## src/rtl/lc3b_types.sv

```systemverilog
// Shared LC-3b memory-hierarchy types: word/line widths and the L1/L2 arbiter
// state and grant-source encodings.
package lc3b_types;

  typedef logic [15:0]  lc3b_word;
  typedef logic [127:0] pmem_L1_bus;

  typedef enum logic [1:0] {
    IDLE    = 2'd0,
    SERVE_I = 2'd1,
    SERVE_D = 2'd2,
    RECOVER = 2'd3
  } arb_state_t;

  typedef enum logic {
    SRC_I = 1'b0,
    SRC_D = 1'b1
  } arb_src_t;

endpackage

```

## src/rtl/arb_cmd_reg.sv

```systemverilog
// Load-enabled holding register for the granted L2 command (address, write
// line, read/write). Loaded once per transaction, held until the next grant.
module arb_cmd_reg
  import lc3b_types::*;
(
  input  logic       clk,
  input  logic       reset,
  input  logic       load,
  input  lc3b_word   address_d,
  input  pmem_L1_bus wdata_d,
  input  logic       read_d,
  input  logic       write_d,
  output lc3b_word   address,
  output pmem_L1_bus wdata,
  output logic       read,
  output logic       write
);

  always_ff @(posedge clk or posedge reset) begin
    if (reset) begin
      address <= '0;
      wdata   <= '0;
      read    <= 1'b0;
      write   <= 1'b0;
    end else if (load) begin
      address <= address_d;
      wdata   <= wdata_d;
      read    <= read_d;
      write   <= write_d;
    end
  end

endmodule

```

## src/rtl/l1_pmem_arbiter.sv

```systemverilog
// Arbitrates the single L2 line port between the L1 icache and dcache miss paths.
// Define L1_ARB_ROUND_ROBIN_EN for alternating grants under contention (default: dcache priority).
module l1_pmem_arbiter
  import lc3b_types::*;
(
  input  logic       clk,
  input  logic       reset,
  input  logic       icache_pmem_read,
  input  lc3b_word   icache_pmem_address,
  output logic       icache_pmem_resp,
  output pmem_L1_bus icache_pmem_rdata,
  input  logic       dcache_pmem_read,
  input  logic       dcache_pmem_write,
  input  lc3b_word   dcache_pmem_address,
  input  pmem_L1_bus dcache_pmem_wdata,
  output logic       dcache_pmem_resp,
  output pmem_L1_bus dcache_pmem_rdata,
  output logic       l2_read,
  output logic       l2_write,
  output lc3b_word   l2_address,
  output pmem_L1_bus l2_wdata,
  input  logic       l2_resp,
  input  pmem_L1_bus l2_rdata,
  output arb_state_t dbg_state,
  output arb_src_t   dbg_last_grant
);

  // Handshake: a cache holds its request until it sees a one-cycle resp; the
  // arbiter holds l2_read/l2_write stable from cmd_reg until l2_resp is seen.
  arb_state_t state_q, state_d;
  arb_src_t   last_grant_q, last_grant_d;
  logic       i_req, d_req, pick_d, load;
  lc3b_word   address_d;
  pmem_L1_bus wdata_d;
  logic       read_d, write_d, cmd_read, cmd_write;

  assign i_req = icache_pmem_read;
  assign d_req = dcache_pmem_read | dcache_pmem_write;

  always_comb begin
    pick_d = d_req;
`ifdef L1_ARB_ROUND_ROBIN_EN
    if (i_req && d_req) pick_d = (last_grant_q == SRC_I);
`endif
  end

  // Read+write together from the dcache is illegal and resolves to a write.
  assign address_d = pick_d ? dcache_pmem_address : icache_pmem_address;
  assign wdata_d   = pick_d ? dcache_pmem_wdata : '0;
  assign read_d    = pick_d ? ~dcache_pmem_write : 1'b1;
  assign write_d   = pick_d & dcache_pmem_write;

  arb_cmd_reg u_cmd_reg (
    .clk       (clk),
    .reset     (reset),
    .load      (load),
    .address_d (address_d),
    .wdata_d   (wdata_d),
    .read_d    (read_d),
    .write_d   (write_d),
    .address   (l2_address),
    .wdata     (l2_wdata),
    .read      (cmd_read),
    .write     (cmd_write)
  );

  always_ff @(posedge clk or posedge reset) begin
    if (reset) begin
      state_q      <= IDLE;
      last_grant_q <= SRC_I;
    end else begin
      state_q      <= state_d;
      last_grant_q <= last_grant_d;
    end
  end

  always_comb begin
    state_d          = state_q;
    last_grant_d     = last_grant_q;
    load             = 1'b0;
    l2_read          = 1'b0;
    l2_write         = 1'b0;
    icache_pmem_resp = 1'b0;
    dcache_pmem_resp = 1'b0;
    case (state_q)
      IDLE: begin
        if (i_req || d_req) begin
          load    = 1'b1;
          state_d = pick_d ? SERVE_D : SERVE_I;
        end
      end
      SERVE_I: begin
        l2_read  = cmd_read;
        l2_write = cmd_write;
        if (l2_resp) begin
          icache_pmem_resp = 1'b1;
          last_grant_d     = SRC_I;
          state_d          = RECOVER;
        end
      end
      SERVE_D: begin
        l2_read  = cmd_read;
        l2_write = cmd_write;
        if (l2_resp) begin
          dcache_pmem_resp = 1'b1;
          last_grant_d     = SRC_D;
          state_d          = RECOVER;
        end
      end
      RECOVER: state_d = IDLE;
      default: state_d = IDLE;
    endcase
  end

  // Both caches see the L2 line; only the granted one gets a resp.
  assign icache_pmem_rdata = l2_rdata;
  assign dcache_pmem_rdata = l2_rdata;
  assign dbg_state         = state_q;
  assign dbg_last_grant    = last_grant_q;

endmodule

```

## config.mk

```make
export PLATFORM = sky130hd
export DESIGN_NAME = l1_pmem_arbiter
export DESIGN_NICKNAME = d
export VERILOG_FILES = /design/src/rtl/lc3b_types.sv /design/src/rtl/arb_cmd_reg.sv /design/src/rtl/l1_pmem_arbiter.sv
export SDC_FILE = /design/constraint.sdc
export NUM_CORES = 1
export LEC_CHECK = 0
export BUFFER_PORTS_ARGS = -buffer_cell sky130_fd_sc_hd__buf_4
export CAP_MARGIN = 10
export CORE_AREA = 2 2 272 274
export DETAILED_ROUTE_END_ITERATION = 6
export DIE_AREA = 0 0 274 276
export GPL_TIMING_DRIVEN = 1
export PLACE_DENSITY_LB_ADDON = 0.3
export SYNTH_ARGS = -nofsm -noshare
export SYNTH_HDL_FRONTEND = slang
export SYNTH_SLANG_ARGS = --single-unit
```

## constraint.sdc

```tcl
create_clock -name clk -period 5.2 [get_ports clk]
set_input_delay 1.04 -clock clk [delete_from_list [all_inputs] [get_ports clk]]
set_output_delay 1.04 -clock clk [all_outputs]
set_load 0.05 [all_outputs]
```

# After elaboration in Yosys (flattened, before gate mapping)

Index checks and enable logic that the tools add are counted.

Input bits: 294
Output and inout bits: 407
Logic and storage cells: 39
Bits in registers: 149

Bitwise operators: 3
Equal/unequal tests: 7
Mux-type cells: 17
Reduce and logical (&&, ||, !) cells: 6

Operator list:

| kind               | count |
|---|---|
| $mux 128           | 1 |
| $mux 16            | 1 |
| $mux 1             | 10 |
| $mux 2             | 3 |
| $ne 2x2->1 const B | 3 |
| $pmux 2 s3         | 1 |
| $eq 2x2->1 const B | 2 |
| $reduce_and 3->1   | 1 |
| $eq 2x1->1 const B | 1 |
| $logic_not 2->1    | 1 |
| $ne 2x1->1 const B | 1 |
| $pmux 1 s2         | 1 |
| $reduce_and 2->1   | 1 |
| $reduce_bool 2->1  | 1 |
| $reduce_or 2->1    | 1 |
| $and 1x1->1        | 1 |
| $logic_or 1x1->1   | 1 |
| $not 1->1          | 1 |
| $or 1x1->1         | 1 |

# Depth between registers and ports, before layout

Gate-level depths: netlist of run 1.

Depth in word-level cells: 4
Mapped depth: 8
Mapped depth without buffers: 5

# By module

A second synthesis of run 1 with hierarchy kept.

Cells, all modules: 757
Area, all modules: 8,819.7 um^2

By module, submodules not included:

| module          | area an instance (um^2) | cells each | sequential area each (um^2) | instances |
|---|---|---|---|---|
| arb_cmd_reg     | 5,506.5                 | 309        | 3,653.5                     | 1 |
| l1_pmem_arbiter | 3,313.2                 | 448        | 75.1                        | 1 |

# Least setup slack after synthesis of run 1

No wires, ideal clock.

Path kind: reg2out
From: reg state_q[0], in the netlist dbg_state[0]
To: out l2_read
Buffers on the path: 0
Stages on the path, launching flop included: 4
Data required time: 4,160 ps
Slack: 2,555 ps
Data arrival time: 1,605 ps
Cell sequence: dfrtp_1 inv_1 ha_1 and2_1

Word-level cells in the longest chain between the ends: 3
Elaborated cells on any way between the ends: 4
Classes of those cells: eq/ne (2); mux (1); reduce/logical (1)

RTL lines:

| element                                         | line                  | source |
|---|---|---|
| from (decl)                                     | l1_pmem_arbiter.sv:30 | `arb_state_t state_q, state_d;` |
| from (signal assigned)                          | l1_pmem_arbiter.sv:72 | `state_q <= state_d;` |
| $eq 2x2->1 / $eq 2x1->1 (equally long branches) | l1_pmem_arbiter.sv:85 | `case (state_q)` |
| $reduce_or 2->1 (no line) (*)                   | n/a                   |  |
| $mux 1 (*)                                      | l1_pmem_arbiter.sv:85 |  |
| to (decl)                                       | l1_pmem_arbiter.sv:18 | `output logic l2_read,` |

Mark *: on every way between the ends. The rest lies on a longest branch, timed or not.

# Final worst setup path of run 1

From: reg state_q[0], in the netlist dbg_state[0]
To: out l2_write

Word-level cells in the longest chain between the ends: 3
Elaborated cells on any way between the ends: 4
Classes of those cells: eq/ne (2); mux (1); reduce/logical (1)

RTL lines:

| element                                         | line                  | source |
|---|---|---|
| $eq 2x2->1 / $eq 2x1->1 (equally long branches) | l1_pmem_arbiter.sv:85 |  |
| $reduce_or 2->1 (no line) (*)                   | n/a                   |  |
| $mux 1 (*)                                      | l1_pmem_arbiter.sv:85 |  |
| to (decl)                                       | l1_pmem_arbiter.sv:19 | `output logic l2_write,` |

Marked as above.

==> impl_metrics.tcl, run 1 <==
set metrics [dict create \
    drive_above_1_share 0.5049 \
    portBuffers 316 \
    max_stage_delay_ns 0.41 \
    clockBufferDepth 2 \
    status "complete, no violations" \
    wl_met2_um 10390 \
    post-dp-hpwl_um 16390 \
    finalNetCount 997 \
    ir_drop_mv 0.3514 \
    crit_type "flip-flop to output port" \
    drtIter0Drc 155 \
    synth.yosys.seq_area_share 0.4966 \
    worst_pin_slew_ns 0.8536 \
    fmax_mhz 363.5 \
    vias 4773 \
    route.met3.wl_um 2555 \
    cts_buffers 17 \
    drt_wl_total_um 22610 \
    synth_area_um2 7508 \
    cts_setup_buffers 0 \
    instances_no_fill 1671 \
    m1WireLength_um 7667 \
    num_rows 99 \
    synthesis.nets 946 \
    fp.dieW_um 274 \
    synth_area_leader_cell "dfrtp_1" \
    fin_setup_tns_ns 0 \
    grt_pass1_wl_um 32540 \
    clkSlewWorstSetupHoldPaths_ns 0.07 \
    finalClockSkew_ns 0.01155 \
    maxCapViolations 0 \
    cts.sinks 149 \
    crit_fanout 5 \
    finish.utilization 0.1322 \
    die_h_um 276 \
    final_cell_area_um2 9598 \
    post-place-cells 1638 \
    antenna_found_initial 2 \
    crit_family "flip-flops" \
    grt_max_degree 100 \
    grt_setup_unrepaired "false" \
    worstPathRequired_ns 4.16 \
    yosysUniqueCellTypes 20 \
    start_util 0.1034 \
    arrival_ns 1.71 \
    gp_congestion 0.6590 \
    cts_resized 0 \
    cp_num_buf_inv 2 \
    p_leak_nw 4.441 \
    overflow 0 \
    fin_crit_sh 0.5291 \
    setup_viol 0 \
    cts_hold_buf 0 \
    clkLatencyLatePin_ns 0.47 \
    area_growth_pct 27.83 \
    cts_tree "done" \
    end_kind "output port" \
    layout_commonest_cell "buf_4" \
    top_layer_used "met5" \
    slew_viol_final 0 \
    core_um2 72590 \
    path_cells "inv_1, ha_1, and2_1, buf_4" \
    timing.hold.ws_ns 0.4741 \
    placed_cell_area_um2 9035 \
    syn_inst 647 \
    synth_top_area_frac 0.4966 \
    grt_pass1_vias 5178 \
    dieArea_um2 75620 \
    hp-class "flip-flop to flip-flop" \
    avgViaCountPerCell 2.856 \
    slowest_stage "dfrtp_1" \
    wl_per_cell_um 13.53 \
    final-hold-violation-count 0 \
    synthTopCellsByArea "dfrtp_1 50%, buf_4 26%, a22o_1 15%, mux2i_1 2.4%, buf_2 1.5%" \
    p_per_area_nw_per_um2 752.2 \
    critPathLaunchType "flip-flop" \
    yosys_warnings 0 \
    fin_crit_ns 2.751 \
    syn_area_per_cell_um2 11.61 \
    io_pins 701 \
    maxSlewHeadroom 0.4310 \
    cts_htree_levels 4 \
    cts-root-buf "clkbuf_16" \
    firstDrtPassIters 4 \
    grt_usage 0.05912 \
    layout_common_cells "320 x buf_4, 149 x dfrtp_1, 128 x a22o_1" \
    drc 0 \
    ys_ff_latch 149 \
    detail-route-antenna-nets 0 \
    fill_cells 8259 \
]
-- stage by stage --
stage / total power [mW] / worst slack [ns]
after floorplan: 5.323 / 0.1520
after global placement: 6.034 / 2.668
after detailed placement: 6.055 / 2.677
after CTS: 7.377 / 2.349
after global routing: 7.623 / 2.323
final: 7.220 / 2.449
-- cell families (layout without fill, tap and decap cells) --
kind of cell	after synthesis	count (layout)	synth area share
AOI/OAI and AO/OA	151	151	0.1658
adders and majority gates	5	5	0.008332
buffers and inverters	296	360	0.2886
DFF	149	149	0.4966
muxes	19	19	0.02550
other	0	1	0
and+or+nand+nor	27	27	0.01516
-- path summary, 6_finish.rpt --
check | startpoint | to | slack, ns | depth (start not counted)
worst min-delay path | u_cmd_reg.write | u_cmd_reg.write | 0.47 | 2
worst max-delay path | dbg_state[0] | l2_write | 2.45 | 4
worst min register to register | u_cmd_reg.write | u_cmd_reg.write | 0.47 | 2
max in group asynchronous | reset | u_cmd_reg.wdata[29] | 3.60 | 3
min in group asynchronous | reset | u_cmd_reg.wdata[7] | 0.66 | 2
worst max register to register | dbg_state[0] | u_cmd_reg.wdata[82] | 3.12 | 5
-- per-layer routing --
metal / vias up / GRT usage
li1: 2082 / -
met1: 2232 / 0.05396
met2: 342 / 0.09007
met3: 115 / 0.03179
met4: 2 / 0.06271
met5: - / 0
-- state kept, by name, summed over array words and instances (netlist names) --
signal             flops
dbg_last_grant         1
u_cmd_reg.address     16
u_cmd_reg.wdata      128
u_cmd_reg.read         1
u_cmd_reg.write        1
dbg_state              2
-- power by group --
part / leakage [nW] / switching, mW / internal [mW]
registers: 1.87 / 0.312 / 1.69
clock network: 0.267 / 0.602 / 0.629
logic: 2.30 / 2.70 / 1.29
-- cell usage after synthesis --
master    instances
dfrtp_1         149
mux2i_1          18
mux2_2            1
a21oi_1           1
a32oi_1           1
ha_1              5
inv_1             6
nand2_1          20
buf_2            22
buf_6             7
buf_4           260
clkbuf_1          1
a22o_1          128
a21boi_0          1
o21ai_0          16
o21ai_1           3
nor2b_1           1
and2_1            4
o31ai_1           1
nor2_1            2
-- layout make-up --
type / count / area, µm² / share of cell area
diodes: 1 / 2.502 / 0.0002607
clock buffers: 17 / 425.4 / 0.04432
clock inverters: 15 / 135.1 / 0.01408
inverters: 6 / 27.53 / 0.002868
multi-input cells: 202 / 1637 / 0.1705
flip-flops and latches: 149 / 3729 / 0.3885
well taps: 959 / 1200 / 0.1250
repair buffers: 322 / 2442 / 0.2545
-- worst register-to-register path, delay by kind of cell, from the launching register on --
family                     cells  cell delay, ns
and+or+nand+nor                1            0.20
AOI/OAI and AO/OA              1            0.38
buffers and inverters          2            0.70
adders and majority gates      1            0.30
DFF                            1            0.42
(Power assumes the default switching activity.)
==> run 2, diff against run 1 <==
--- a/config.mk
+++ b/config.mk
@@ -5,11 +5,12 @@
 export SDC_FILE = /design/constraint.sdc
 export NUM_CORES = 1
 export LEC_CHECK = 0
+export ABC_AREA = 1
 export BUFFER_PORTS_ARGS = -buffer_cell sky130_fd_sc_hd__buf_4
 export CAP_MARGIN = 10
-export CORE_AREA = 2 2 272 274
+export CORE_AREA = 2 2 270 272
 export DETAILED_ROUTE_END_ITERATION = 6
-export DIE_AREA = 0 0 274 276
+export DIE_AREA = 0 0 272 274
 export GPL_TIMING_DRIVEN = 1
 export PLACE_DENSITY_LB_ADDON = 0.3
 export SYNTH_ARGS = -nofsm -noshare
==> constraint.sdc (replaced) <==
create_clock -name clk -period 2.8 [get_ports clk]
set_input_delay 0.56 -clock clk [delete_from_list [all_inputs] [get_ports clk]]
set_output_delay 0.56 -clock clk [all_outputs]
set_load 0.05 [all_outputs]
==> impl_metrics.tcl, run 2 <==
set metrics [dict create \
    multiInputGateArea_um2 2023 \
    slew_viol_final 0 \
    max_stage_delay_ns 0.43 \
    fin_crit_ns 2.263 \
    maxSlewHeadroom 0.6481 \
    synth_compound_area_frac 0.01207 \
    post-place-cells 1963 \
    start_util 0.1110 \
    area_growth_pct 26.15 \
    sw_frac_of_total 0.5271 \
    grt_max_degree 78 \
    grt_pass1_wl_um 36410 \
    num_rows 99 \
    cts_setup_buffers 0 \
    fin_setup_tns_ns 0 \
    synthFlopType "dfrtp_1" \
    status "complete, no violations" \
    diodes 0 \
    cts_buffers 17 \
    path_cells "inv_1, ha_1, nand2_1, inv_1, buf_4" \
    synth.yosys.seq_area_share 0.4669 \
    cts_tree "done" \
    ys_async_sr_fraction 1.000 \
    grt_setup_unrepaired "false" \
    layout_common_cells "484 x nand2_1, 321 x buf_4, 149 x dfrtp_1" \
    synthTopCellsByCount "485 x nand2_1, 258 x buf_4, 149 x dfrtp_1" \
    syn_inst 969 \
    largest_reg_flops 128 \
    worstPathRequired_ns 2.24 \
    drt_wl_total_um 24800 \
    finalNetCount 1322 \
    synth_edf_count 0 \
    pwr-share-clk 0.158 \
    synthesis.nets 1268 \
    finalClockSkew_ns 0.01685 \
    drive_above_1_share 0.3469 \
    critPathLaunchType "flip-flop" \
    core_um2 71970 \
    switchingPower_mw 7.334 \
    grt_pass1_vias 5972 \
    die_h_um 274 \
    p_seq_frac 0.271 \
    synth_simple_gate_area_frac 0.2325 \
    fin_crit_sh 0.8084 \
    synth_fa_ha_area_frac 0.007835 \
    drtIter0Drc 210 \
    fill_cells 8214 \
    fp.dieW_um 272 \
    synth_most_common_cell "nand2_1" \
    synth_area_leader_cell "dfrtp_1" \
    hp-class "input pin to asynchronous set/reset pin" \
    drc 0 \
    largest-register "u_cmd_reg.wdata" \
    p_leak_nw 5.267 \
    setup_viol 0 \
    firstDrtPassIters 4 \
    synth_top_family_by_area "buffers and inverters" \
    detail-route-antenna-nets 0 \
    cts-root-buf "clkbuf_16" \
    ir_drop_mv 0.5101 \
    maxCapViolations 0 \
    portBuffers 316 \
    synthTopCellsByArea "dfrtp_1 47%, buf_4 24%, nand2_1 23%, buf_6 2.0%, buf_2 1.1%" \
    vias 5843 \
    synthXorXnorAreaFrac 0 \
    synth_top_area_frac 0.4669 \
    cts_resized 0 \
    cts_htree_levels 4 \
    clockBufferDepth 2 \
    ys_ff_latch 149 \
    post-dp-hpwl_um 18050 \
    layout_commonest_cell "nand2_1" \
    path_common_cell "inv_1" \
    dieArea_um2 74530 \
    grt_usage 0.06634 \
    overflow 0 \
    crit_fanout 5 \
    clkSlewWorstSetupHoldPaths_ns 0.07 \
    clkLatencyLatePin_ns 0.47 \
    gp_congestion 0.7284 \
    yosysUniqueCellTypes 14 \
    wl_per_cell_um 12.44 \
    p_int_mw 6.579 \
    antenna_found_initial 3 \
    avgViaCountPerCell 2.930 \
    final-hold-violation-count 0 \
    cts_hold_buf 0 \
    muxShareOfSynthArea 0 \
    yosys_warnings 0 \
    end_kind "output port" \
    cts.sinks 149 \
    syn_area_per_cell_um2 8.241 \
    synth_area_um2 7985 \
    crit_type "flip-flop to output port" \
    instances_no_fill 1994 \
    pwr-share-comb 0.571 \
    fmax_mhz 441.8 \
    io_pins 701 \
    arrival_ns 1.70 \
    p_per_area_nw_per_um2 1381 \
    worst_pin_slew_ns 0.5268 \
    regArea_um2 3729 \
    slowest_stage "dfrtp_1" \
]
[run 2: path summary, 6_finish.rpt]
kind	from	cells past startpoint	slack (ns)	to
max	dbg_state[0]	5	0.54	l2_read
min	reset	2	0.14	u_cmd_reg.wdata[17]
max reg2reg	dbg_state[0]	7	0.85	u_cmd_reg.wdata[90]
min reg2reg	u_cmd_reg.wdata[79]	2	0.47	u_cmd_reg.wdata[79]
max in group asynchronous	reset	3	1.89	u_cmd_reg.address[10]
min in group clk	dcache_pmem_wdata[127]	3	0.28	u_cmd_reg.wdata[127]
[run 2: power groups by stage]
stage          Sequential [mW]  Clock, mW  Combinational (mW)
2_1_floorplan             7.20          0                3.04
3_3_place_gp              3.78          0                8.05
3_5_place_dp              3.80          0                8.11
4_1_cts                   3.79       2.36                8.11
5_1_grt                   3.90       2.42                8.56
6_report                  3.77       2.19                7.95
[run 2: kinds of logic after synthesis]
family	Yosys count
buffers and inverters	305
adders and majority gates	5
DFF	149
and+or+nand+nor	491
AOI/OAI and AO/OA	19
[run 2: area by class of cell]
| cell class | instances | share of cell area |
|---|---|---|
| repair buffers | 327 | 0.2511 |
| inverters | 13 | 0.005217 |
| multi-input cells | 515 | 0.2008 |
| flip-flops and latches | 149 | 0.3701 |
| well taps | 959 | 0.1191 |
| clock inverters | 7 | 0.004720 |
| clock buffers | 24 | 0.04881 |
[run 2: routing by layer]
metal / vias up / part of all wire / GRT usage
li1: 2761 / - / -
met1: 2663 / 0.38 / 0.07203
met2: 327 / 0.47 / 0.1008
met3: 92 / 0.10 / 0.03135
met4: 0 / 0.048 / 0.04945
met5: - / 0 / 0
[run 2: metrics by stage]
stage | instance area, µm² | util | power (mW) | hold WS [ns] | setup WS [ns]
floorplan | 7989 | - | 10.23 | 0.4422 | 0.3650
detailed placement | 9534 | 0.1325 | 11.91 | 0.4597 | 0.8247
global route | 10070 | 0.1400 | 14.88 | 0.1249 | 0.3842
finish | 10070 | 0.1400 | 13.91 | 0.1406 | 0.5366
CTS | 10070 | 0.1400 | 14.26 | 0.1022 | 0.4430
global placement | 9534 | 0.1325 | 11.83 | 0.4558 | 0.8635
[run 2: worst max-delay path, delay by kind of cell, from the launching register on]
family,cells,cell delay [ns]
AND/OR/NAND/NOR,1,0.07
adder cells (fa/ha/maj),1,0.35
buffers and inverters,3,0.38
flip-flops,1,0.43
==> run 3, diff against run 2 <==
--- a/config.mk
+++ b/config.mk
@@ -8,9 +8,9 @@
 export ABC_AREA = 1
 export BUFFER_PORTS_ARGS = -buffer_cell sky130_fd_sc_hd__buf_4
 export CAP_MARGIN = 10
-export CORE_AREA = 2 2 270 272
+export CORE_AREA = 2 2 276 278
 export DETAILED_ROUTE_END_ITERATION = 6
-export DIE_AREA = 0 0 272 274
+export DIE_AREA = 0 0 278 280
 export GPL_TIMING_DRIVEN = 1
 export PLACE_DENSITY_LB_ADDON = 0.3
 export SYNTH_ARGS = -nofsm -noshare
==> constraint.sdc (replaced) <==
create_clock -name clk -period 2 [get_ports clk]
set_input_delay 0.4 -clock clk [delete_from_list [all_inputs] [get_ports clk]]
set_output_delay 0.4 -clock clk [all_outputs]
set_load 0.05 [all_outputs]
==> impl_metrics.tcl, run 3 (same netlist as run 2, synthesis figures left out) <==
set metrics [dict create \
    status "complete, no violations" \
    area_growth_pct 28.88 \
    largest_reg_flops 128 \
    fmax_mhz 530.5 \
    start_util 0.1062 \
    largest-register "u_cmd_reg.wdata" \
    layout_common_cells "484 x nand2_1, 327 x buf_4, 149 x dfrtp_1" \
    die_h_um 280 \
    final-hold-violation-count 0 \
    critPathLaunchType "flip-flop" \
    clkSlewWorstSetupHoldPaths_ns 0.07 \
    fin_crit_ns 1.885 \
    multiInputGateArea_um2 2038 \
    reg2regPathDepth 7 \
    core_um2 75190 \
    end_kind "output port" \
    regArea_um2 3729 \
    finalNetCount 1333 \
    antenna_found_initial 2 \
    firstDrtPassIters 4 \
    max_stage_delay_ns 0.38 \
    slowest_stage "dfrtp_1" \
    fin_setup_tns_ns 0 \
    p_leak_nw 5.358 \
    diodes 0 \
    setup_viol 0 \
    hp-class "input pin to asynchronous set/reset pin" \
    grt_pass1_wl_um 37720 \
    wl_per_cell_um 12.66 \
    layout_commonest_cell "nand2_1" \
    slew_viol_final 0 \
    cts_buffers 17 \
    p_per_area_nw_per_um2 1941 \
    worstPathRequired_ns 1.60 \
    clkLatencyLatePin_ns 0.47 \
    avgViaCountPerCell 2.910 \
    crit_fanout 4 \
    num_rows 101 \
    post-dp-hpwl_um 19010 \
    grt_max_degree 77 \
    grt_setup_unrepaired "false" \
    drtIter0Drc 211 \
    cts_hold_buf 0 \
    post-place-cells 1990 \
    drt_wl_total_um 25630 \
    cts_tree "done" \
    arrival_ns 1.49 \
    maxSlewHeadroom 0.5313 \
    fin_crit_sh 0.9425 \
    clockBufferDepth 2 \
    crit_type "flip-flop to output port" \
    fill_cells 8645 \
    finalClockSkew_ns 0.01518 \
    fp.dieW_um 278 \
    drc 0 \
    final_cell_area_um2 10290 \
    drive_above_1_share 0.3604 \
    grt_usage 0.06573 \
    vias 5889 \
    overflow 0 \
    finish.utilization 0.1369 \
    instances_no_fill 2024 \
    cts_htree_levels 4 \
    maxCapViolations 0 \
    grt_pass1_vias 6153 \
    placed_cell_area_um2 9630 \
    ir_drop_mv 0.7994 \
    dieArea_um2 77840 \
    cts.sinks 149 \
    detail-route-antenna-nets 0 \
    cts-root-buf "clkbuf_16" \
    io_pins 701 \
    finalPower_mw 19.97 \
    path_cells "inv_2, ha_4, nand2_1, inv_1, buf_6" \
    worst_pin_slew_ns 0.7015 \
    portBuffers 316 \
    gp_congestion 0.7077 \
]
## run 3: changes by cell type in the layout (fill, tap and decap cells not counted), sizes merged
cell,before,now
clkbuf,24,20
buf,327,338
clkinv,4,6
clkinvlp,3,2
bufinv,0,3
## run 3: worst max-delay path, delay by kind of cell (launching register included)
family	cells	cell delay, ns
flops	1	0.38
buf+inv	3	0.30
fa+ha+maj	1	0.28
simple gates	1	0.05
## run 3: report_power, final
group | switching (mW) | internal [mW]
combinational | 8.09 | 3.14
sequential | 0.800 | 4.46
clock | 1.46 | 2.03
total | 10.3 | 9.63
## run 3: final cells by class
class	instances	area share
Clock buffer	20	0.04438
Clock inverter	11	0.01471
Inverter	13	0.005106
Multi-Input combinational cell	515	0.1981
Sequential cell	149	0.3623
Tap cell	978	0.1189
Timing Repair Buffer	338	0.2565
## run 3: repair_timing
item,in CTS,in global routing
setup buffers,2,1
setup endpoints to repair,4,3
gates resized for setup,6,3
## run 3: worst paths after layout
check	start	end	slack, ns
max in group asynchronous	reset	u_cmd_reg.wdata[6]	1.32
max reg2reg	dbg_state[1]	u_cmd_reg.wdata[121]	0.44
max	dbg_state[1]	l2_write	0.11
min reg2reg	u_cmd_reg.wdata[88]	u_cmd_reg.wdata[88]	0.47
min	reset	u_cmd_reg.wdata[48]	0.05
min in group clk	dcache_pmem_wdata[3]	u_cmd_reg.wdata[3]	0.12
## run 3: per-stage QoR
stage               setup slack, ns  hold slack (ns)
detailed placement           0.2320           0.4591
floorplan                   -0.2750           0.4422
global route               0.003098          0.05479
global placement             0.2845           0.4561
CTS                         0.01085          0.05210
finish                       0.1150          0.04766
## run 3: per-layer routing
metal	vias up	track usage	wire length [µm]
met5	-	0.001876	24
met4	4	0.05613	1576
met3	87	0.03772	3071
met2	355	0.1007	11770
met1	2655	0.06380	9185
li1	2788	-	-
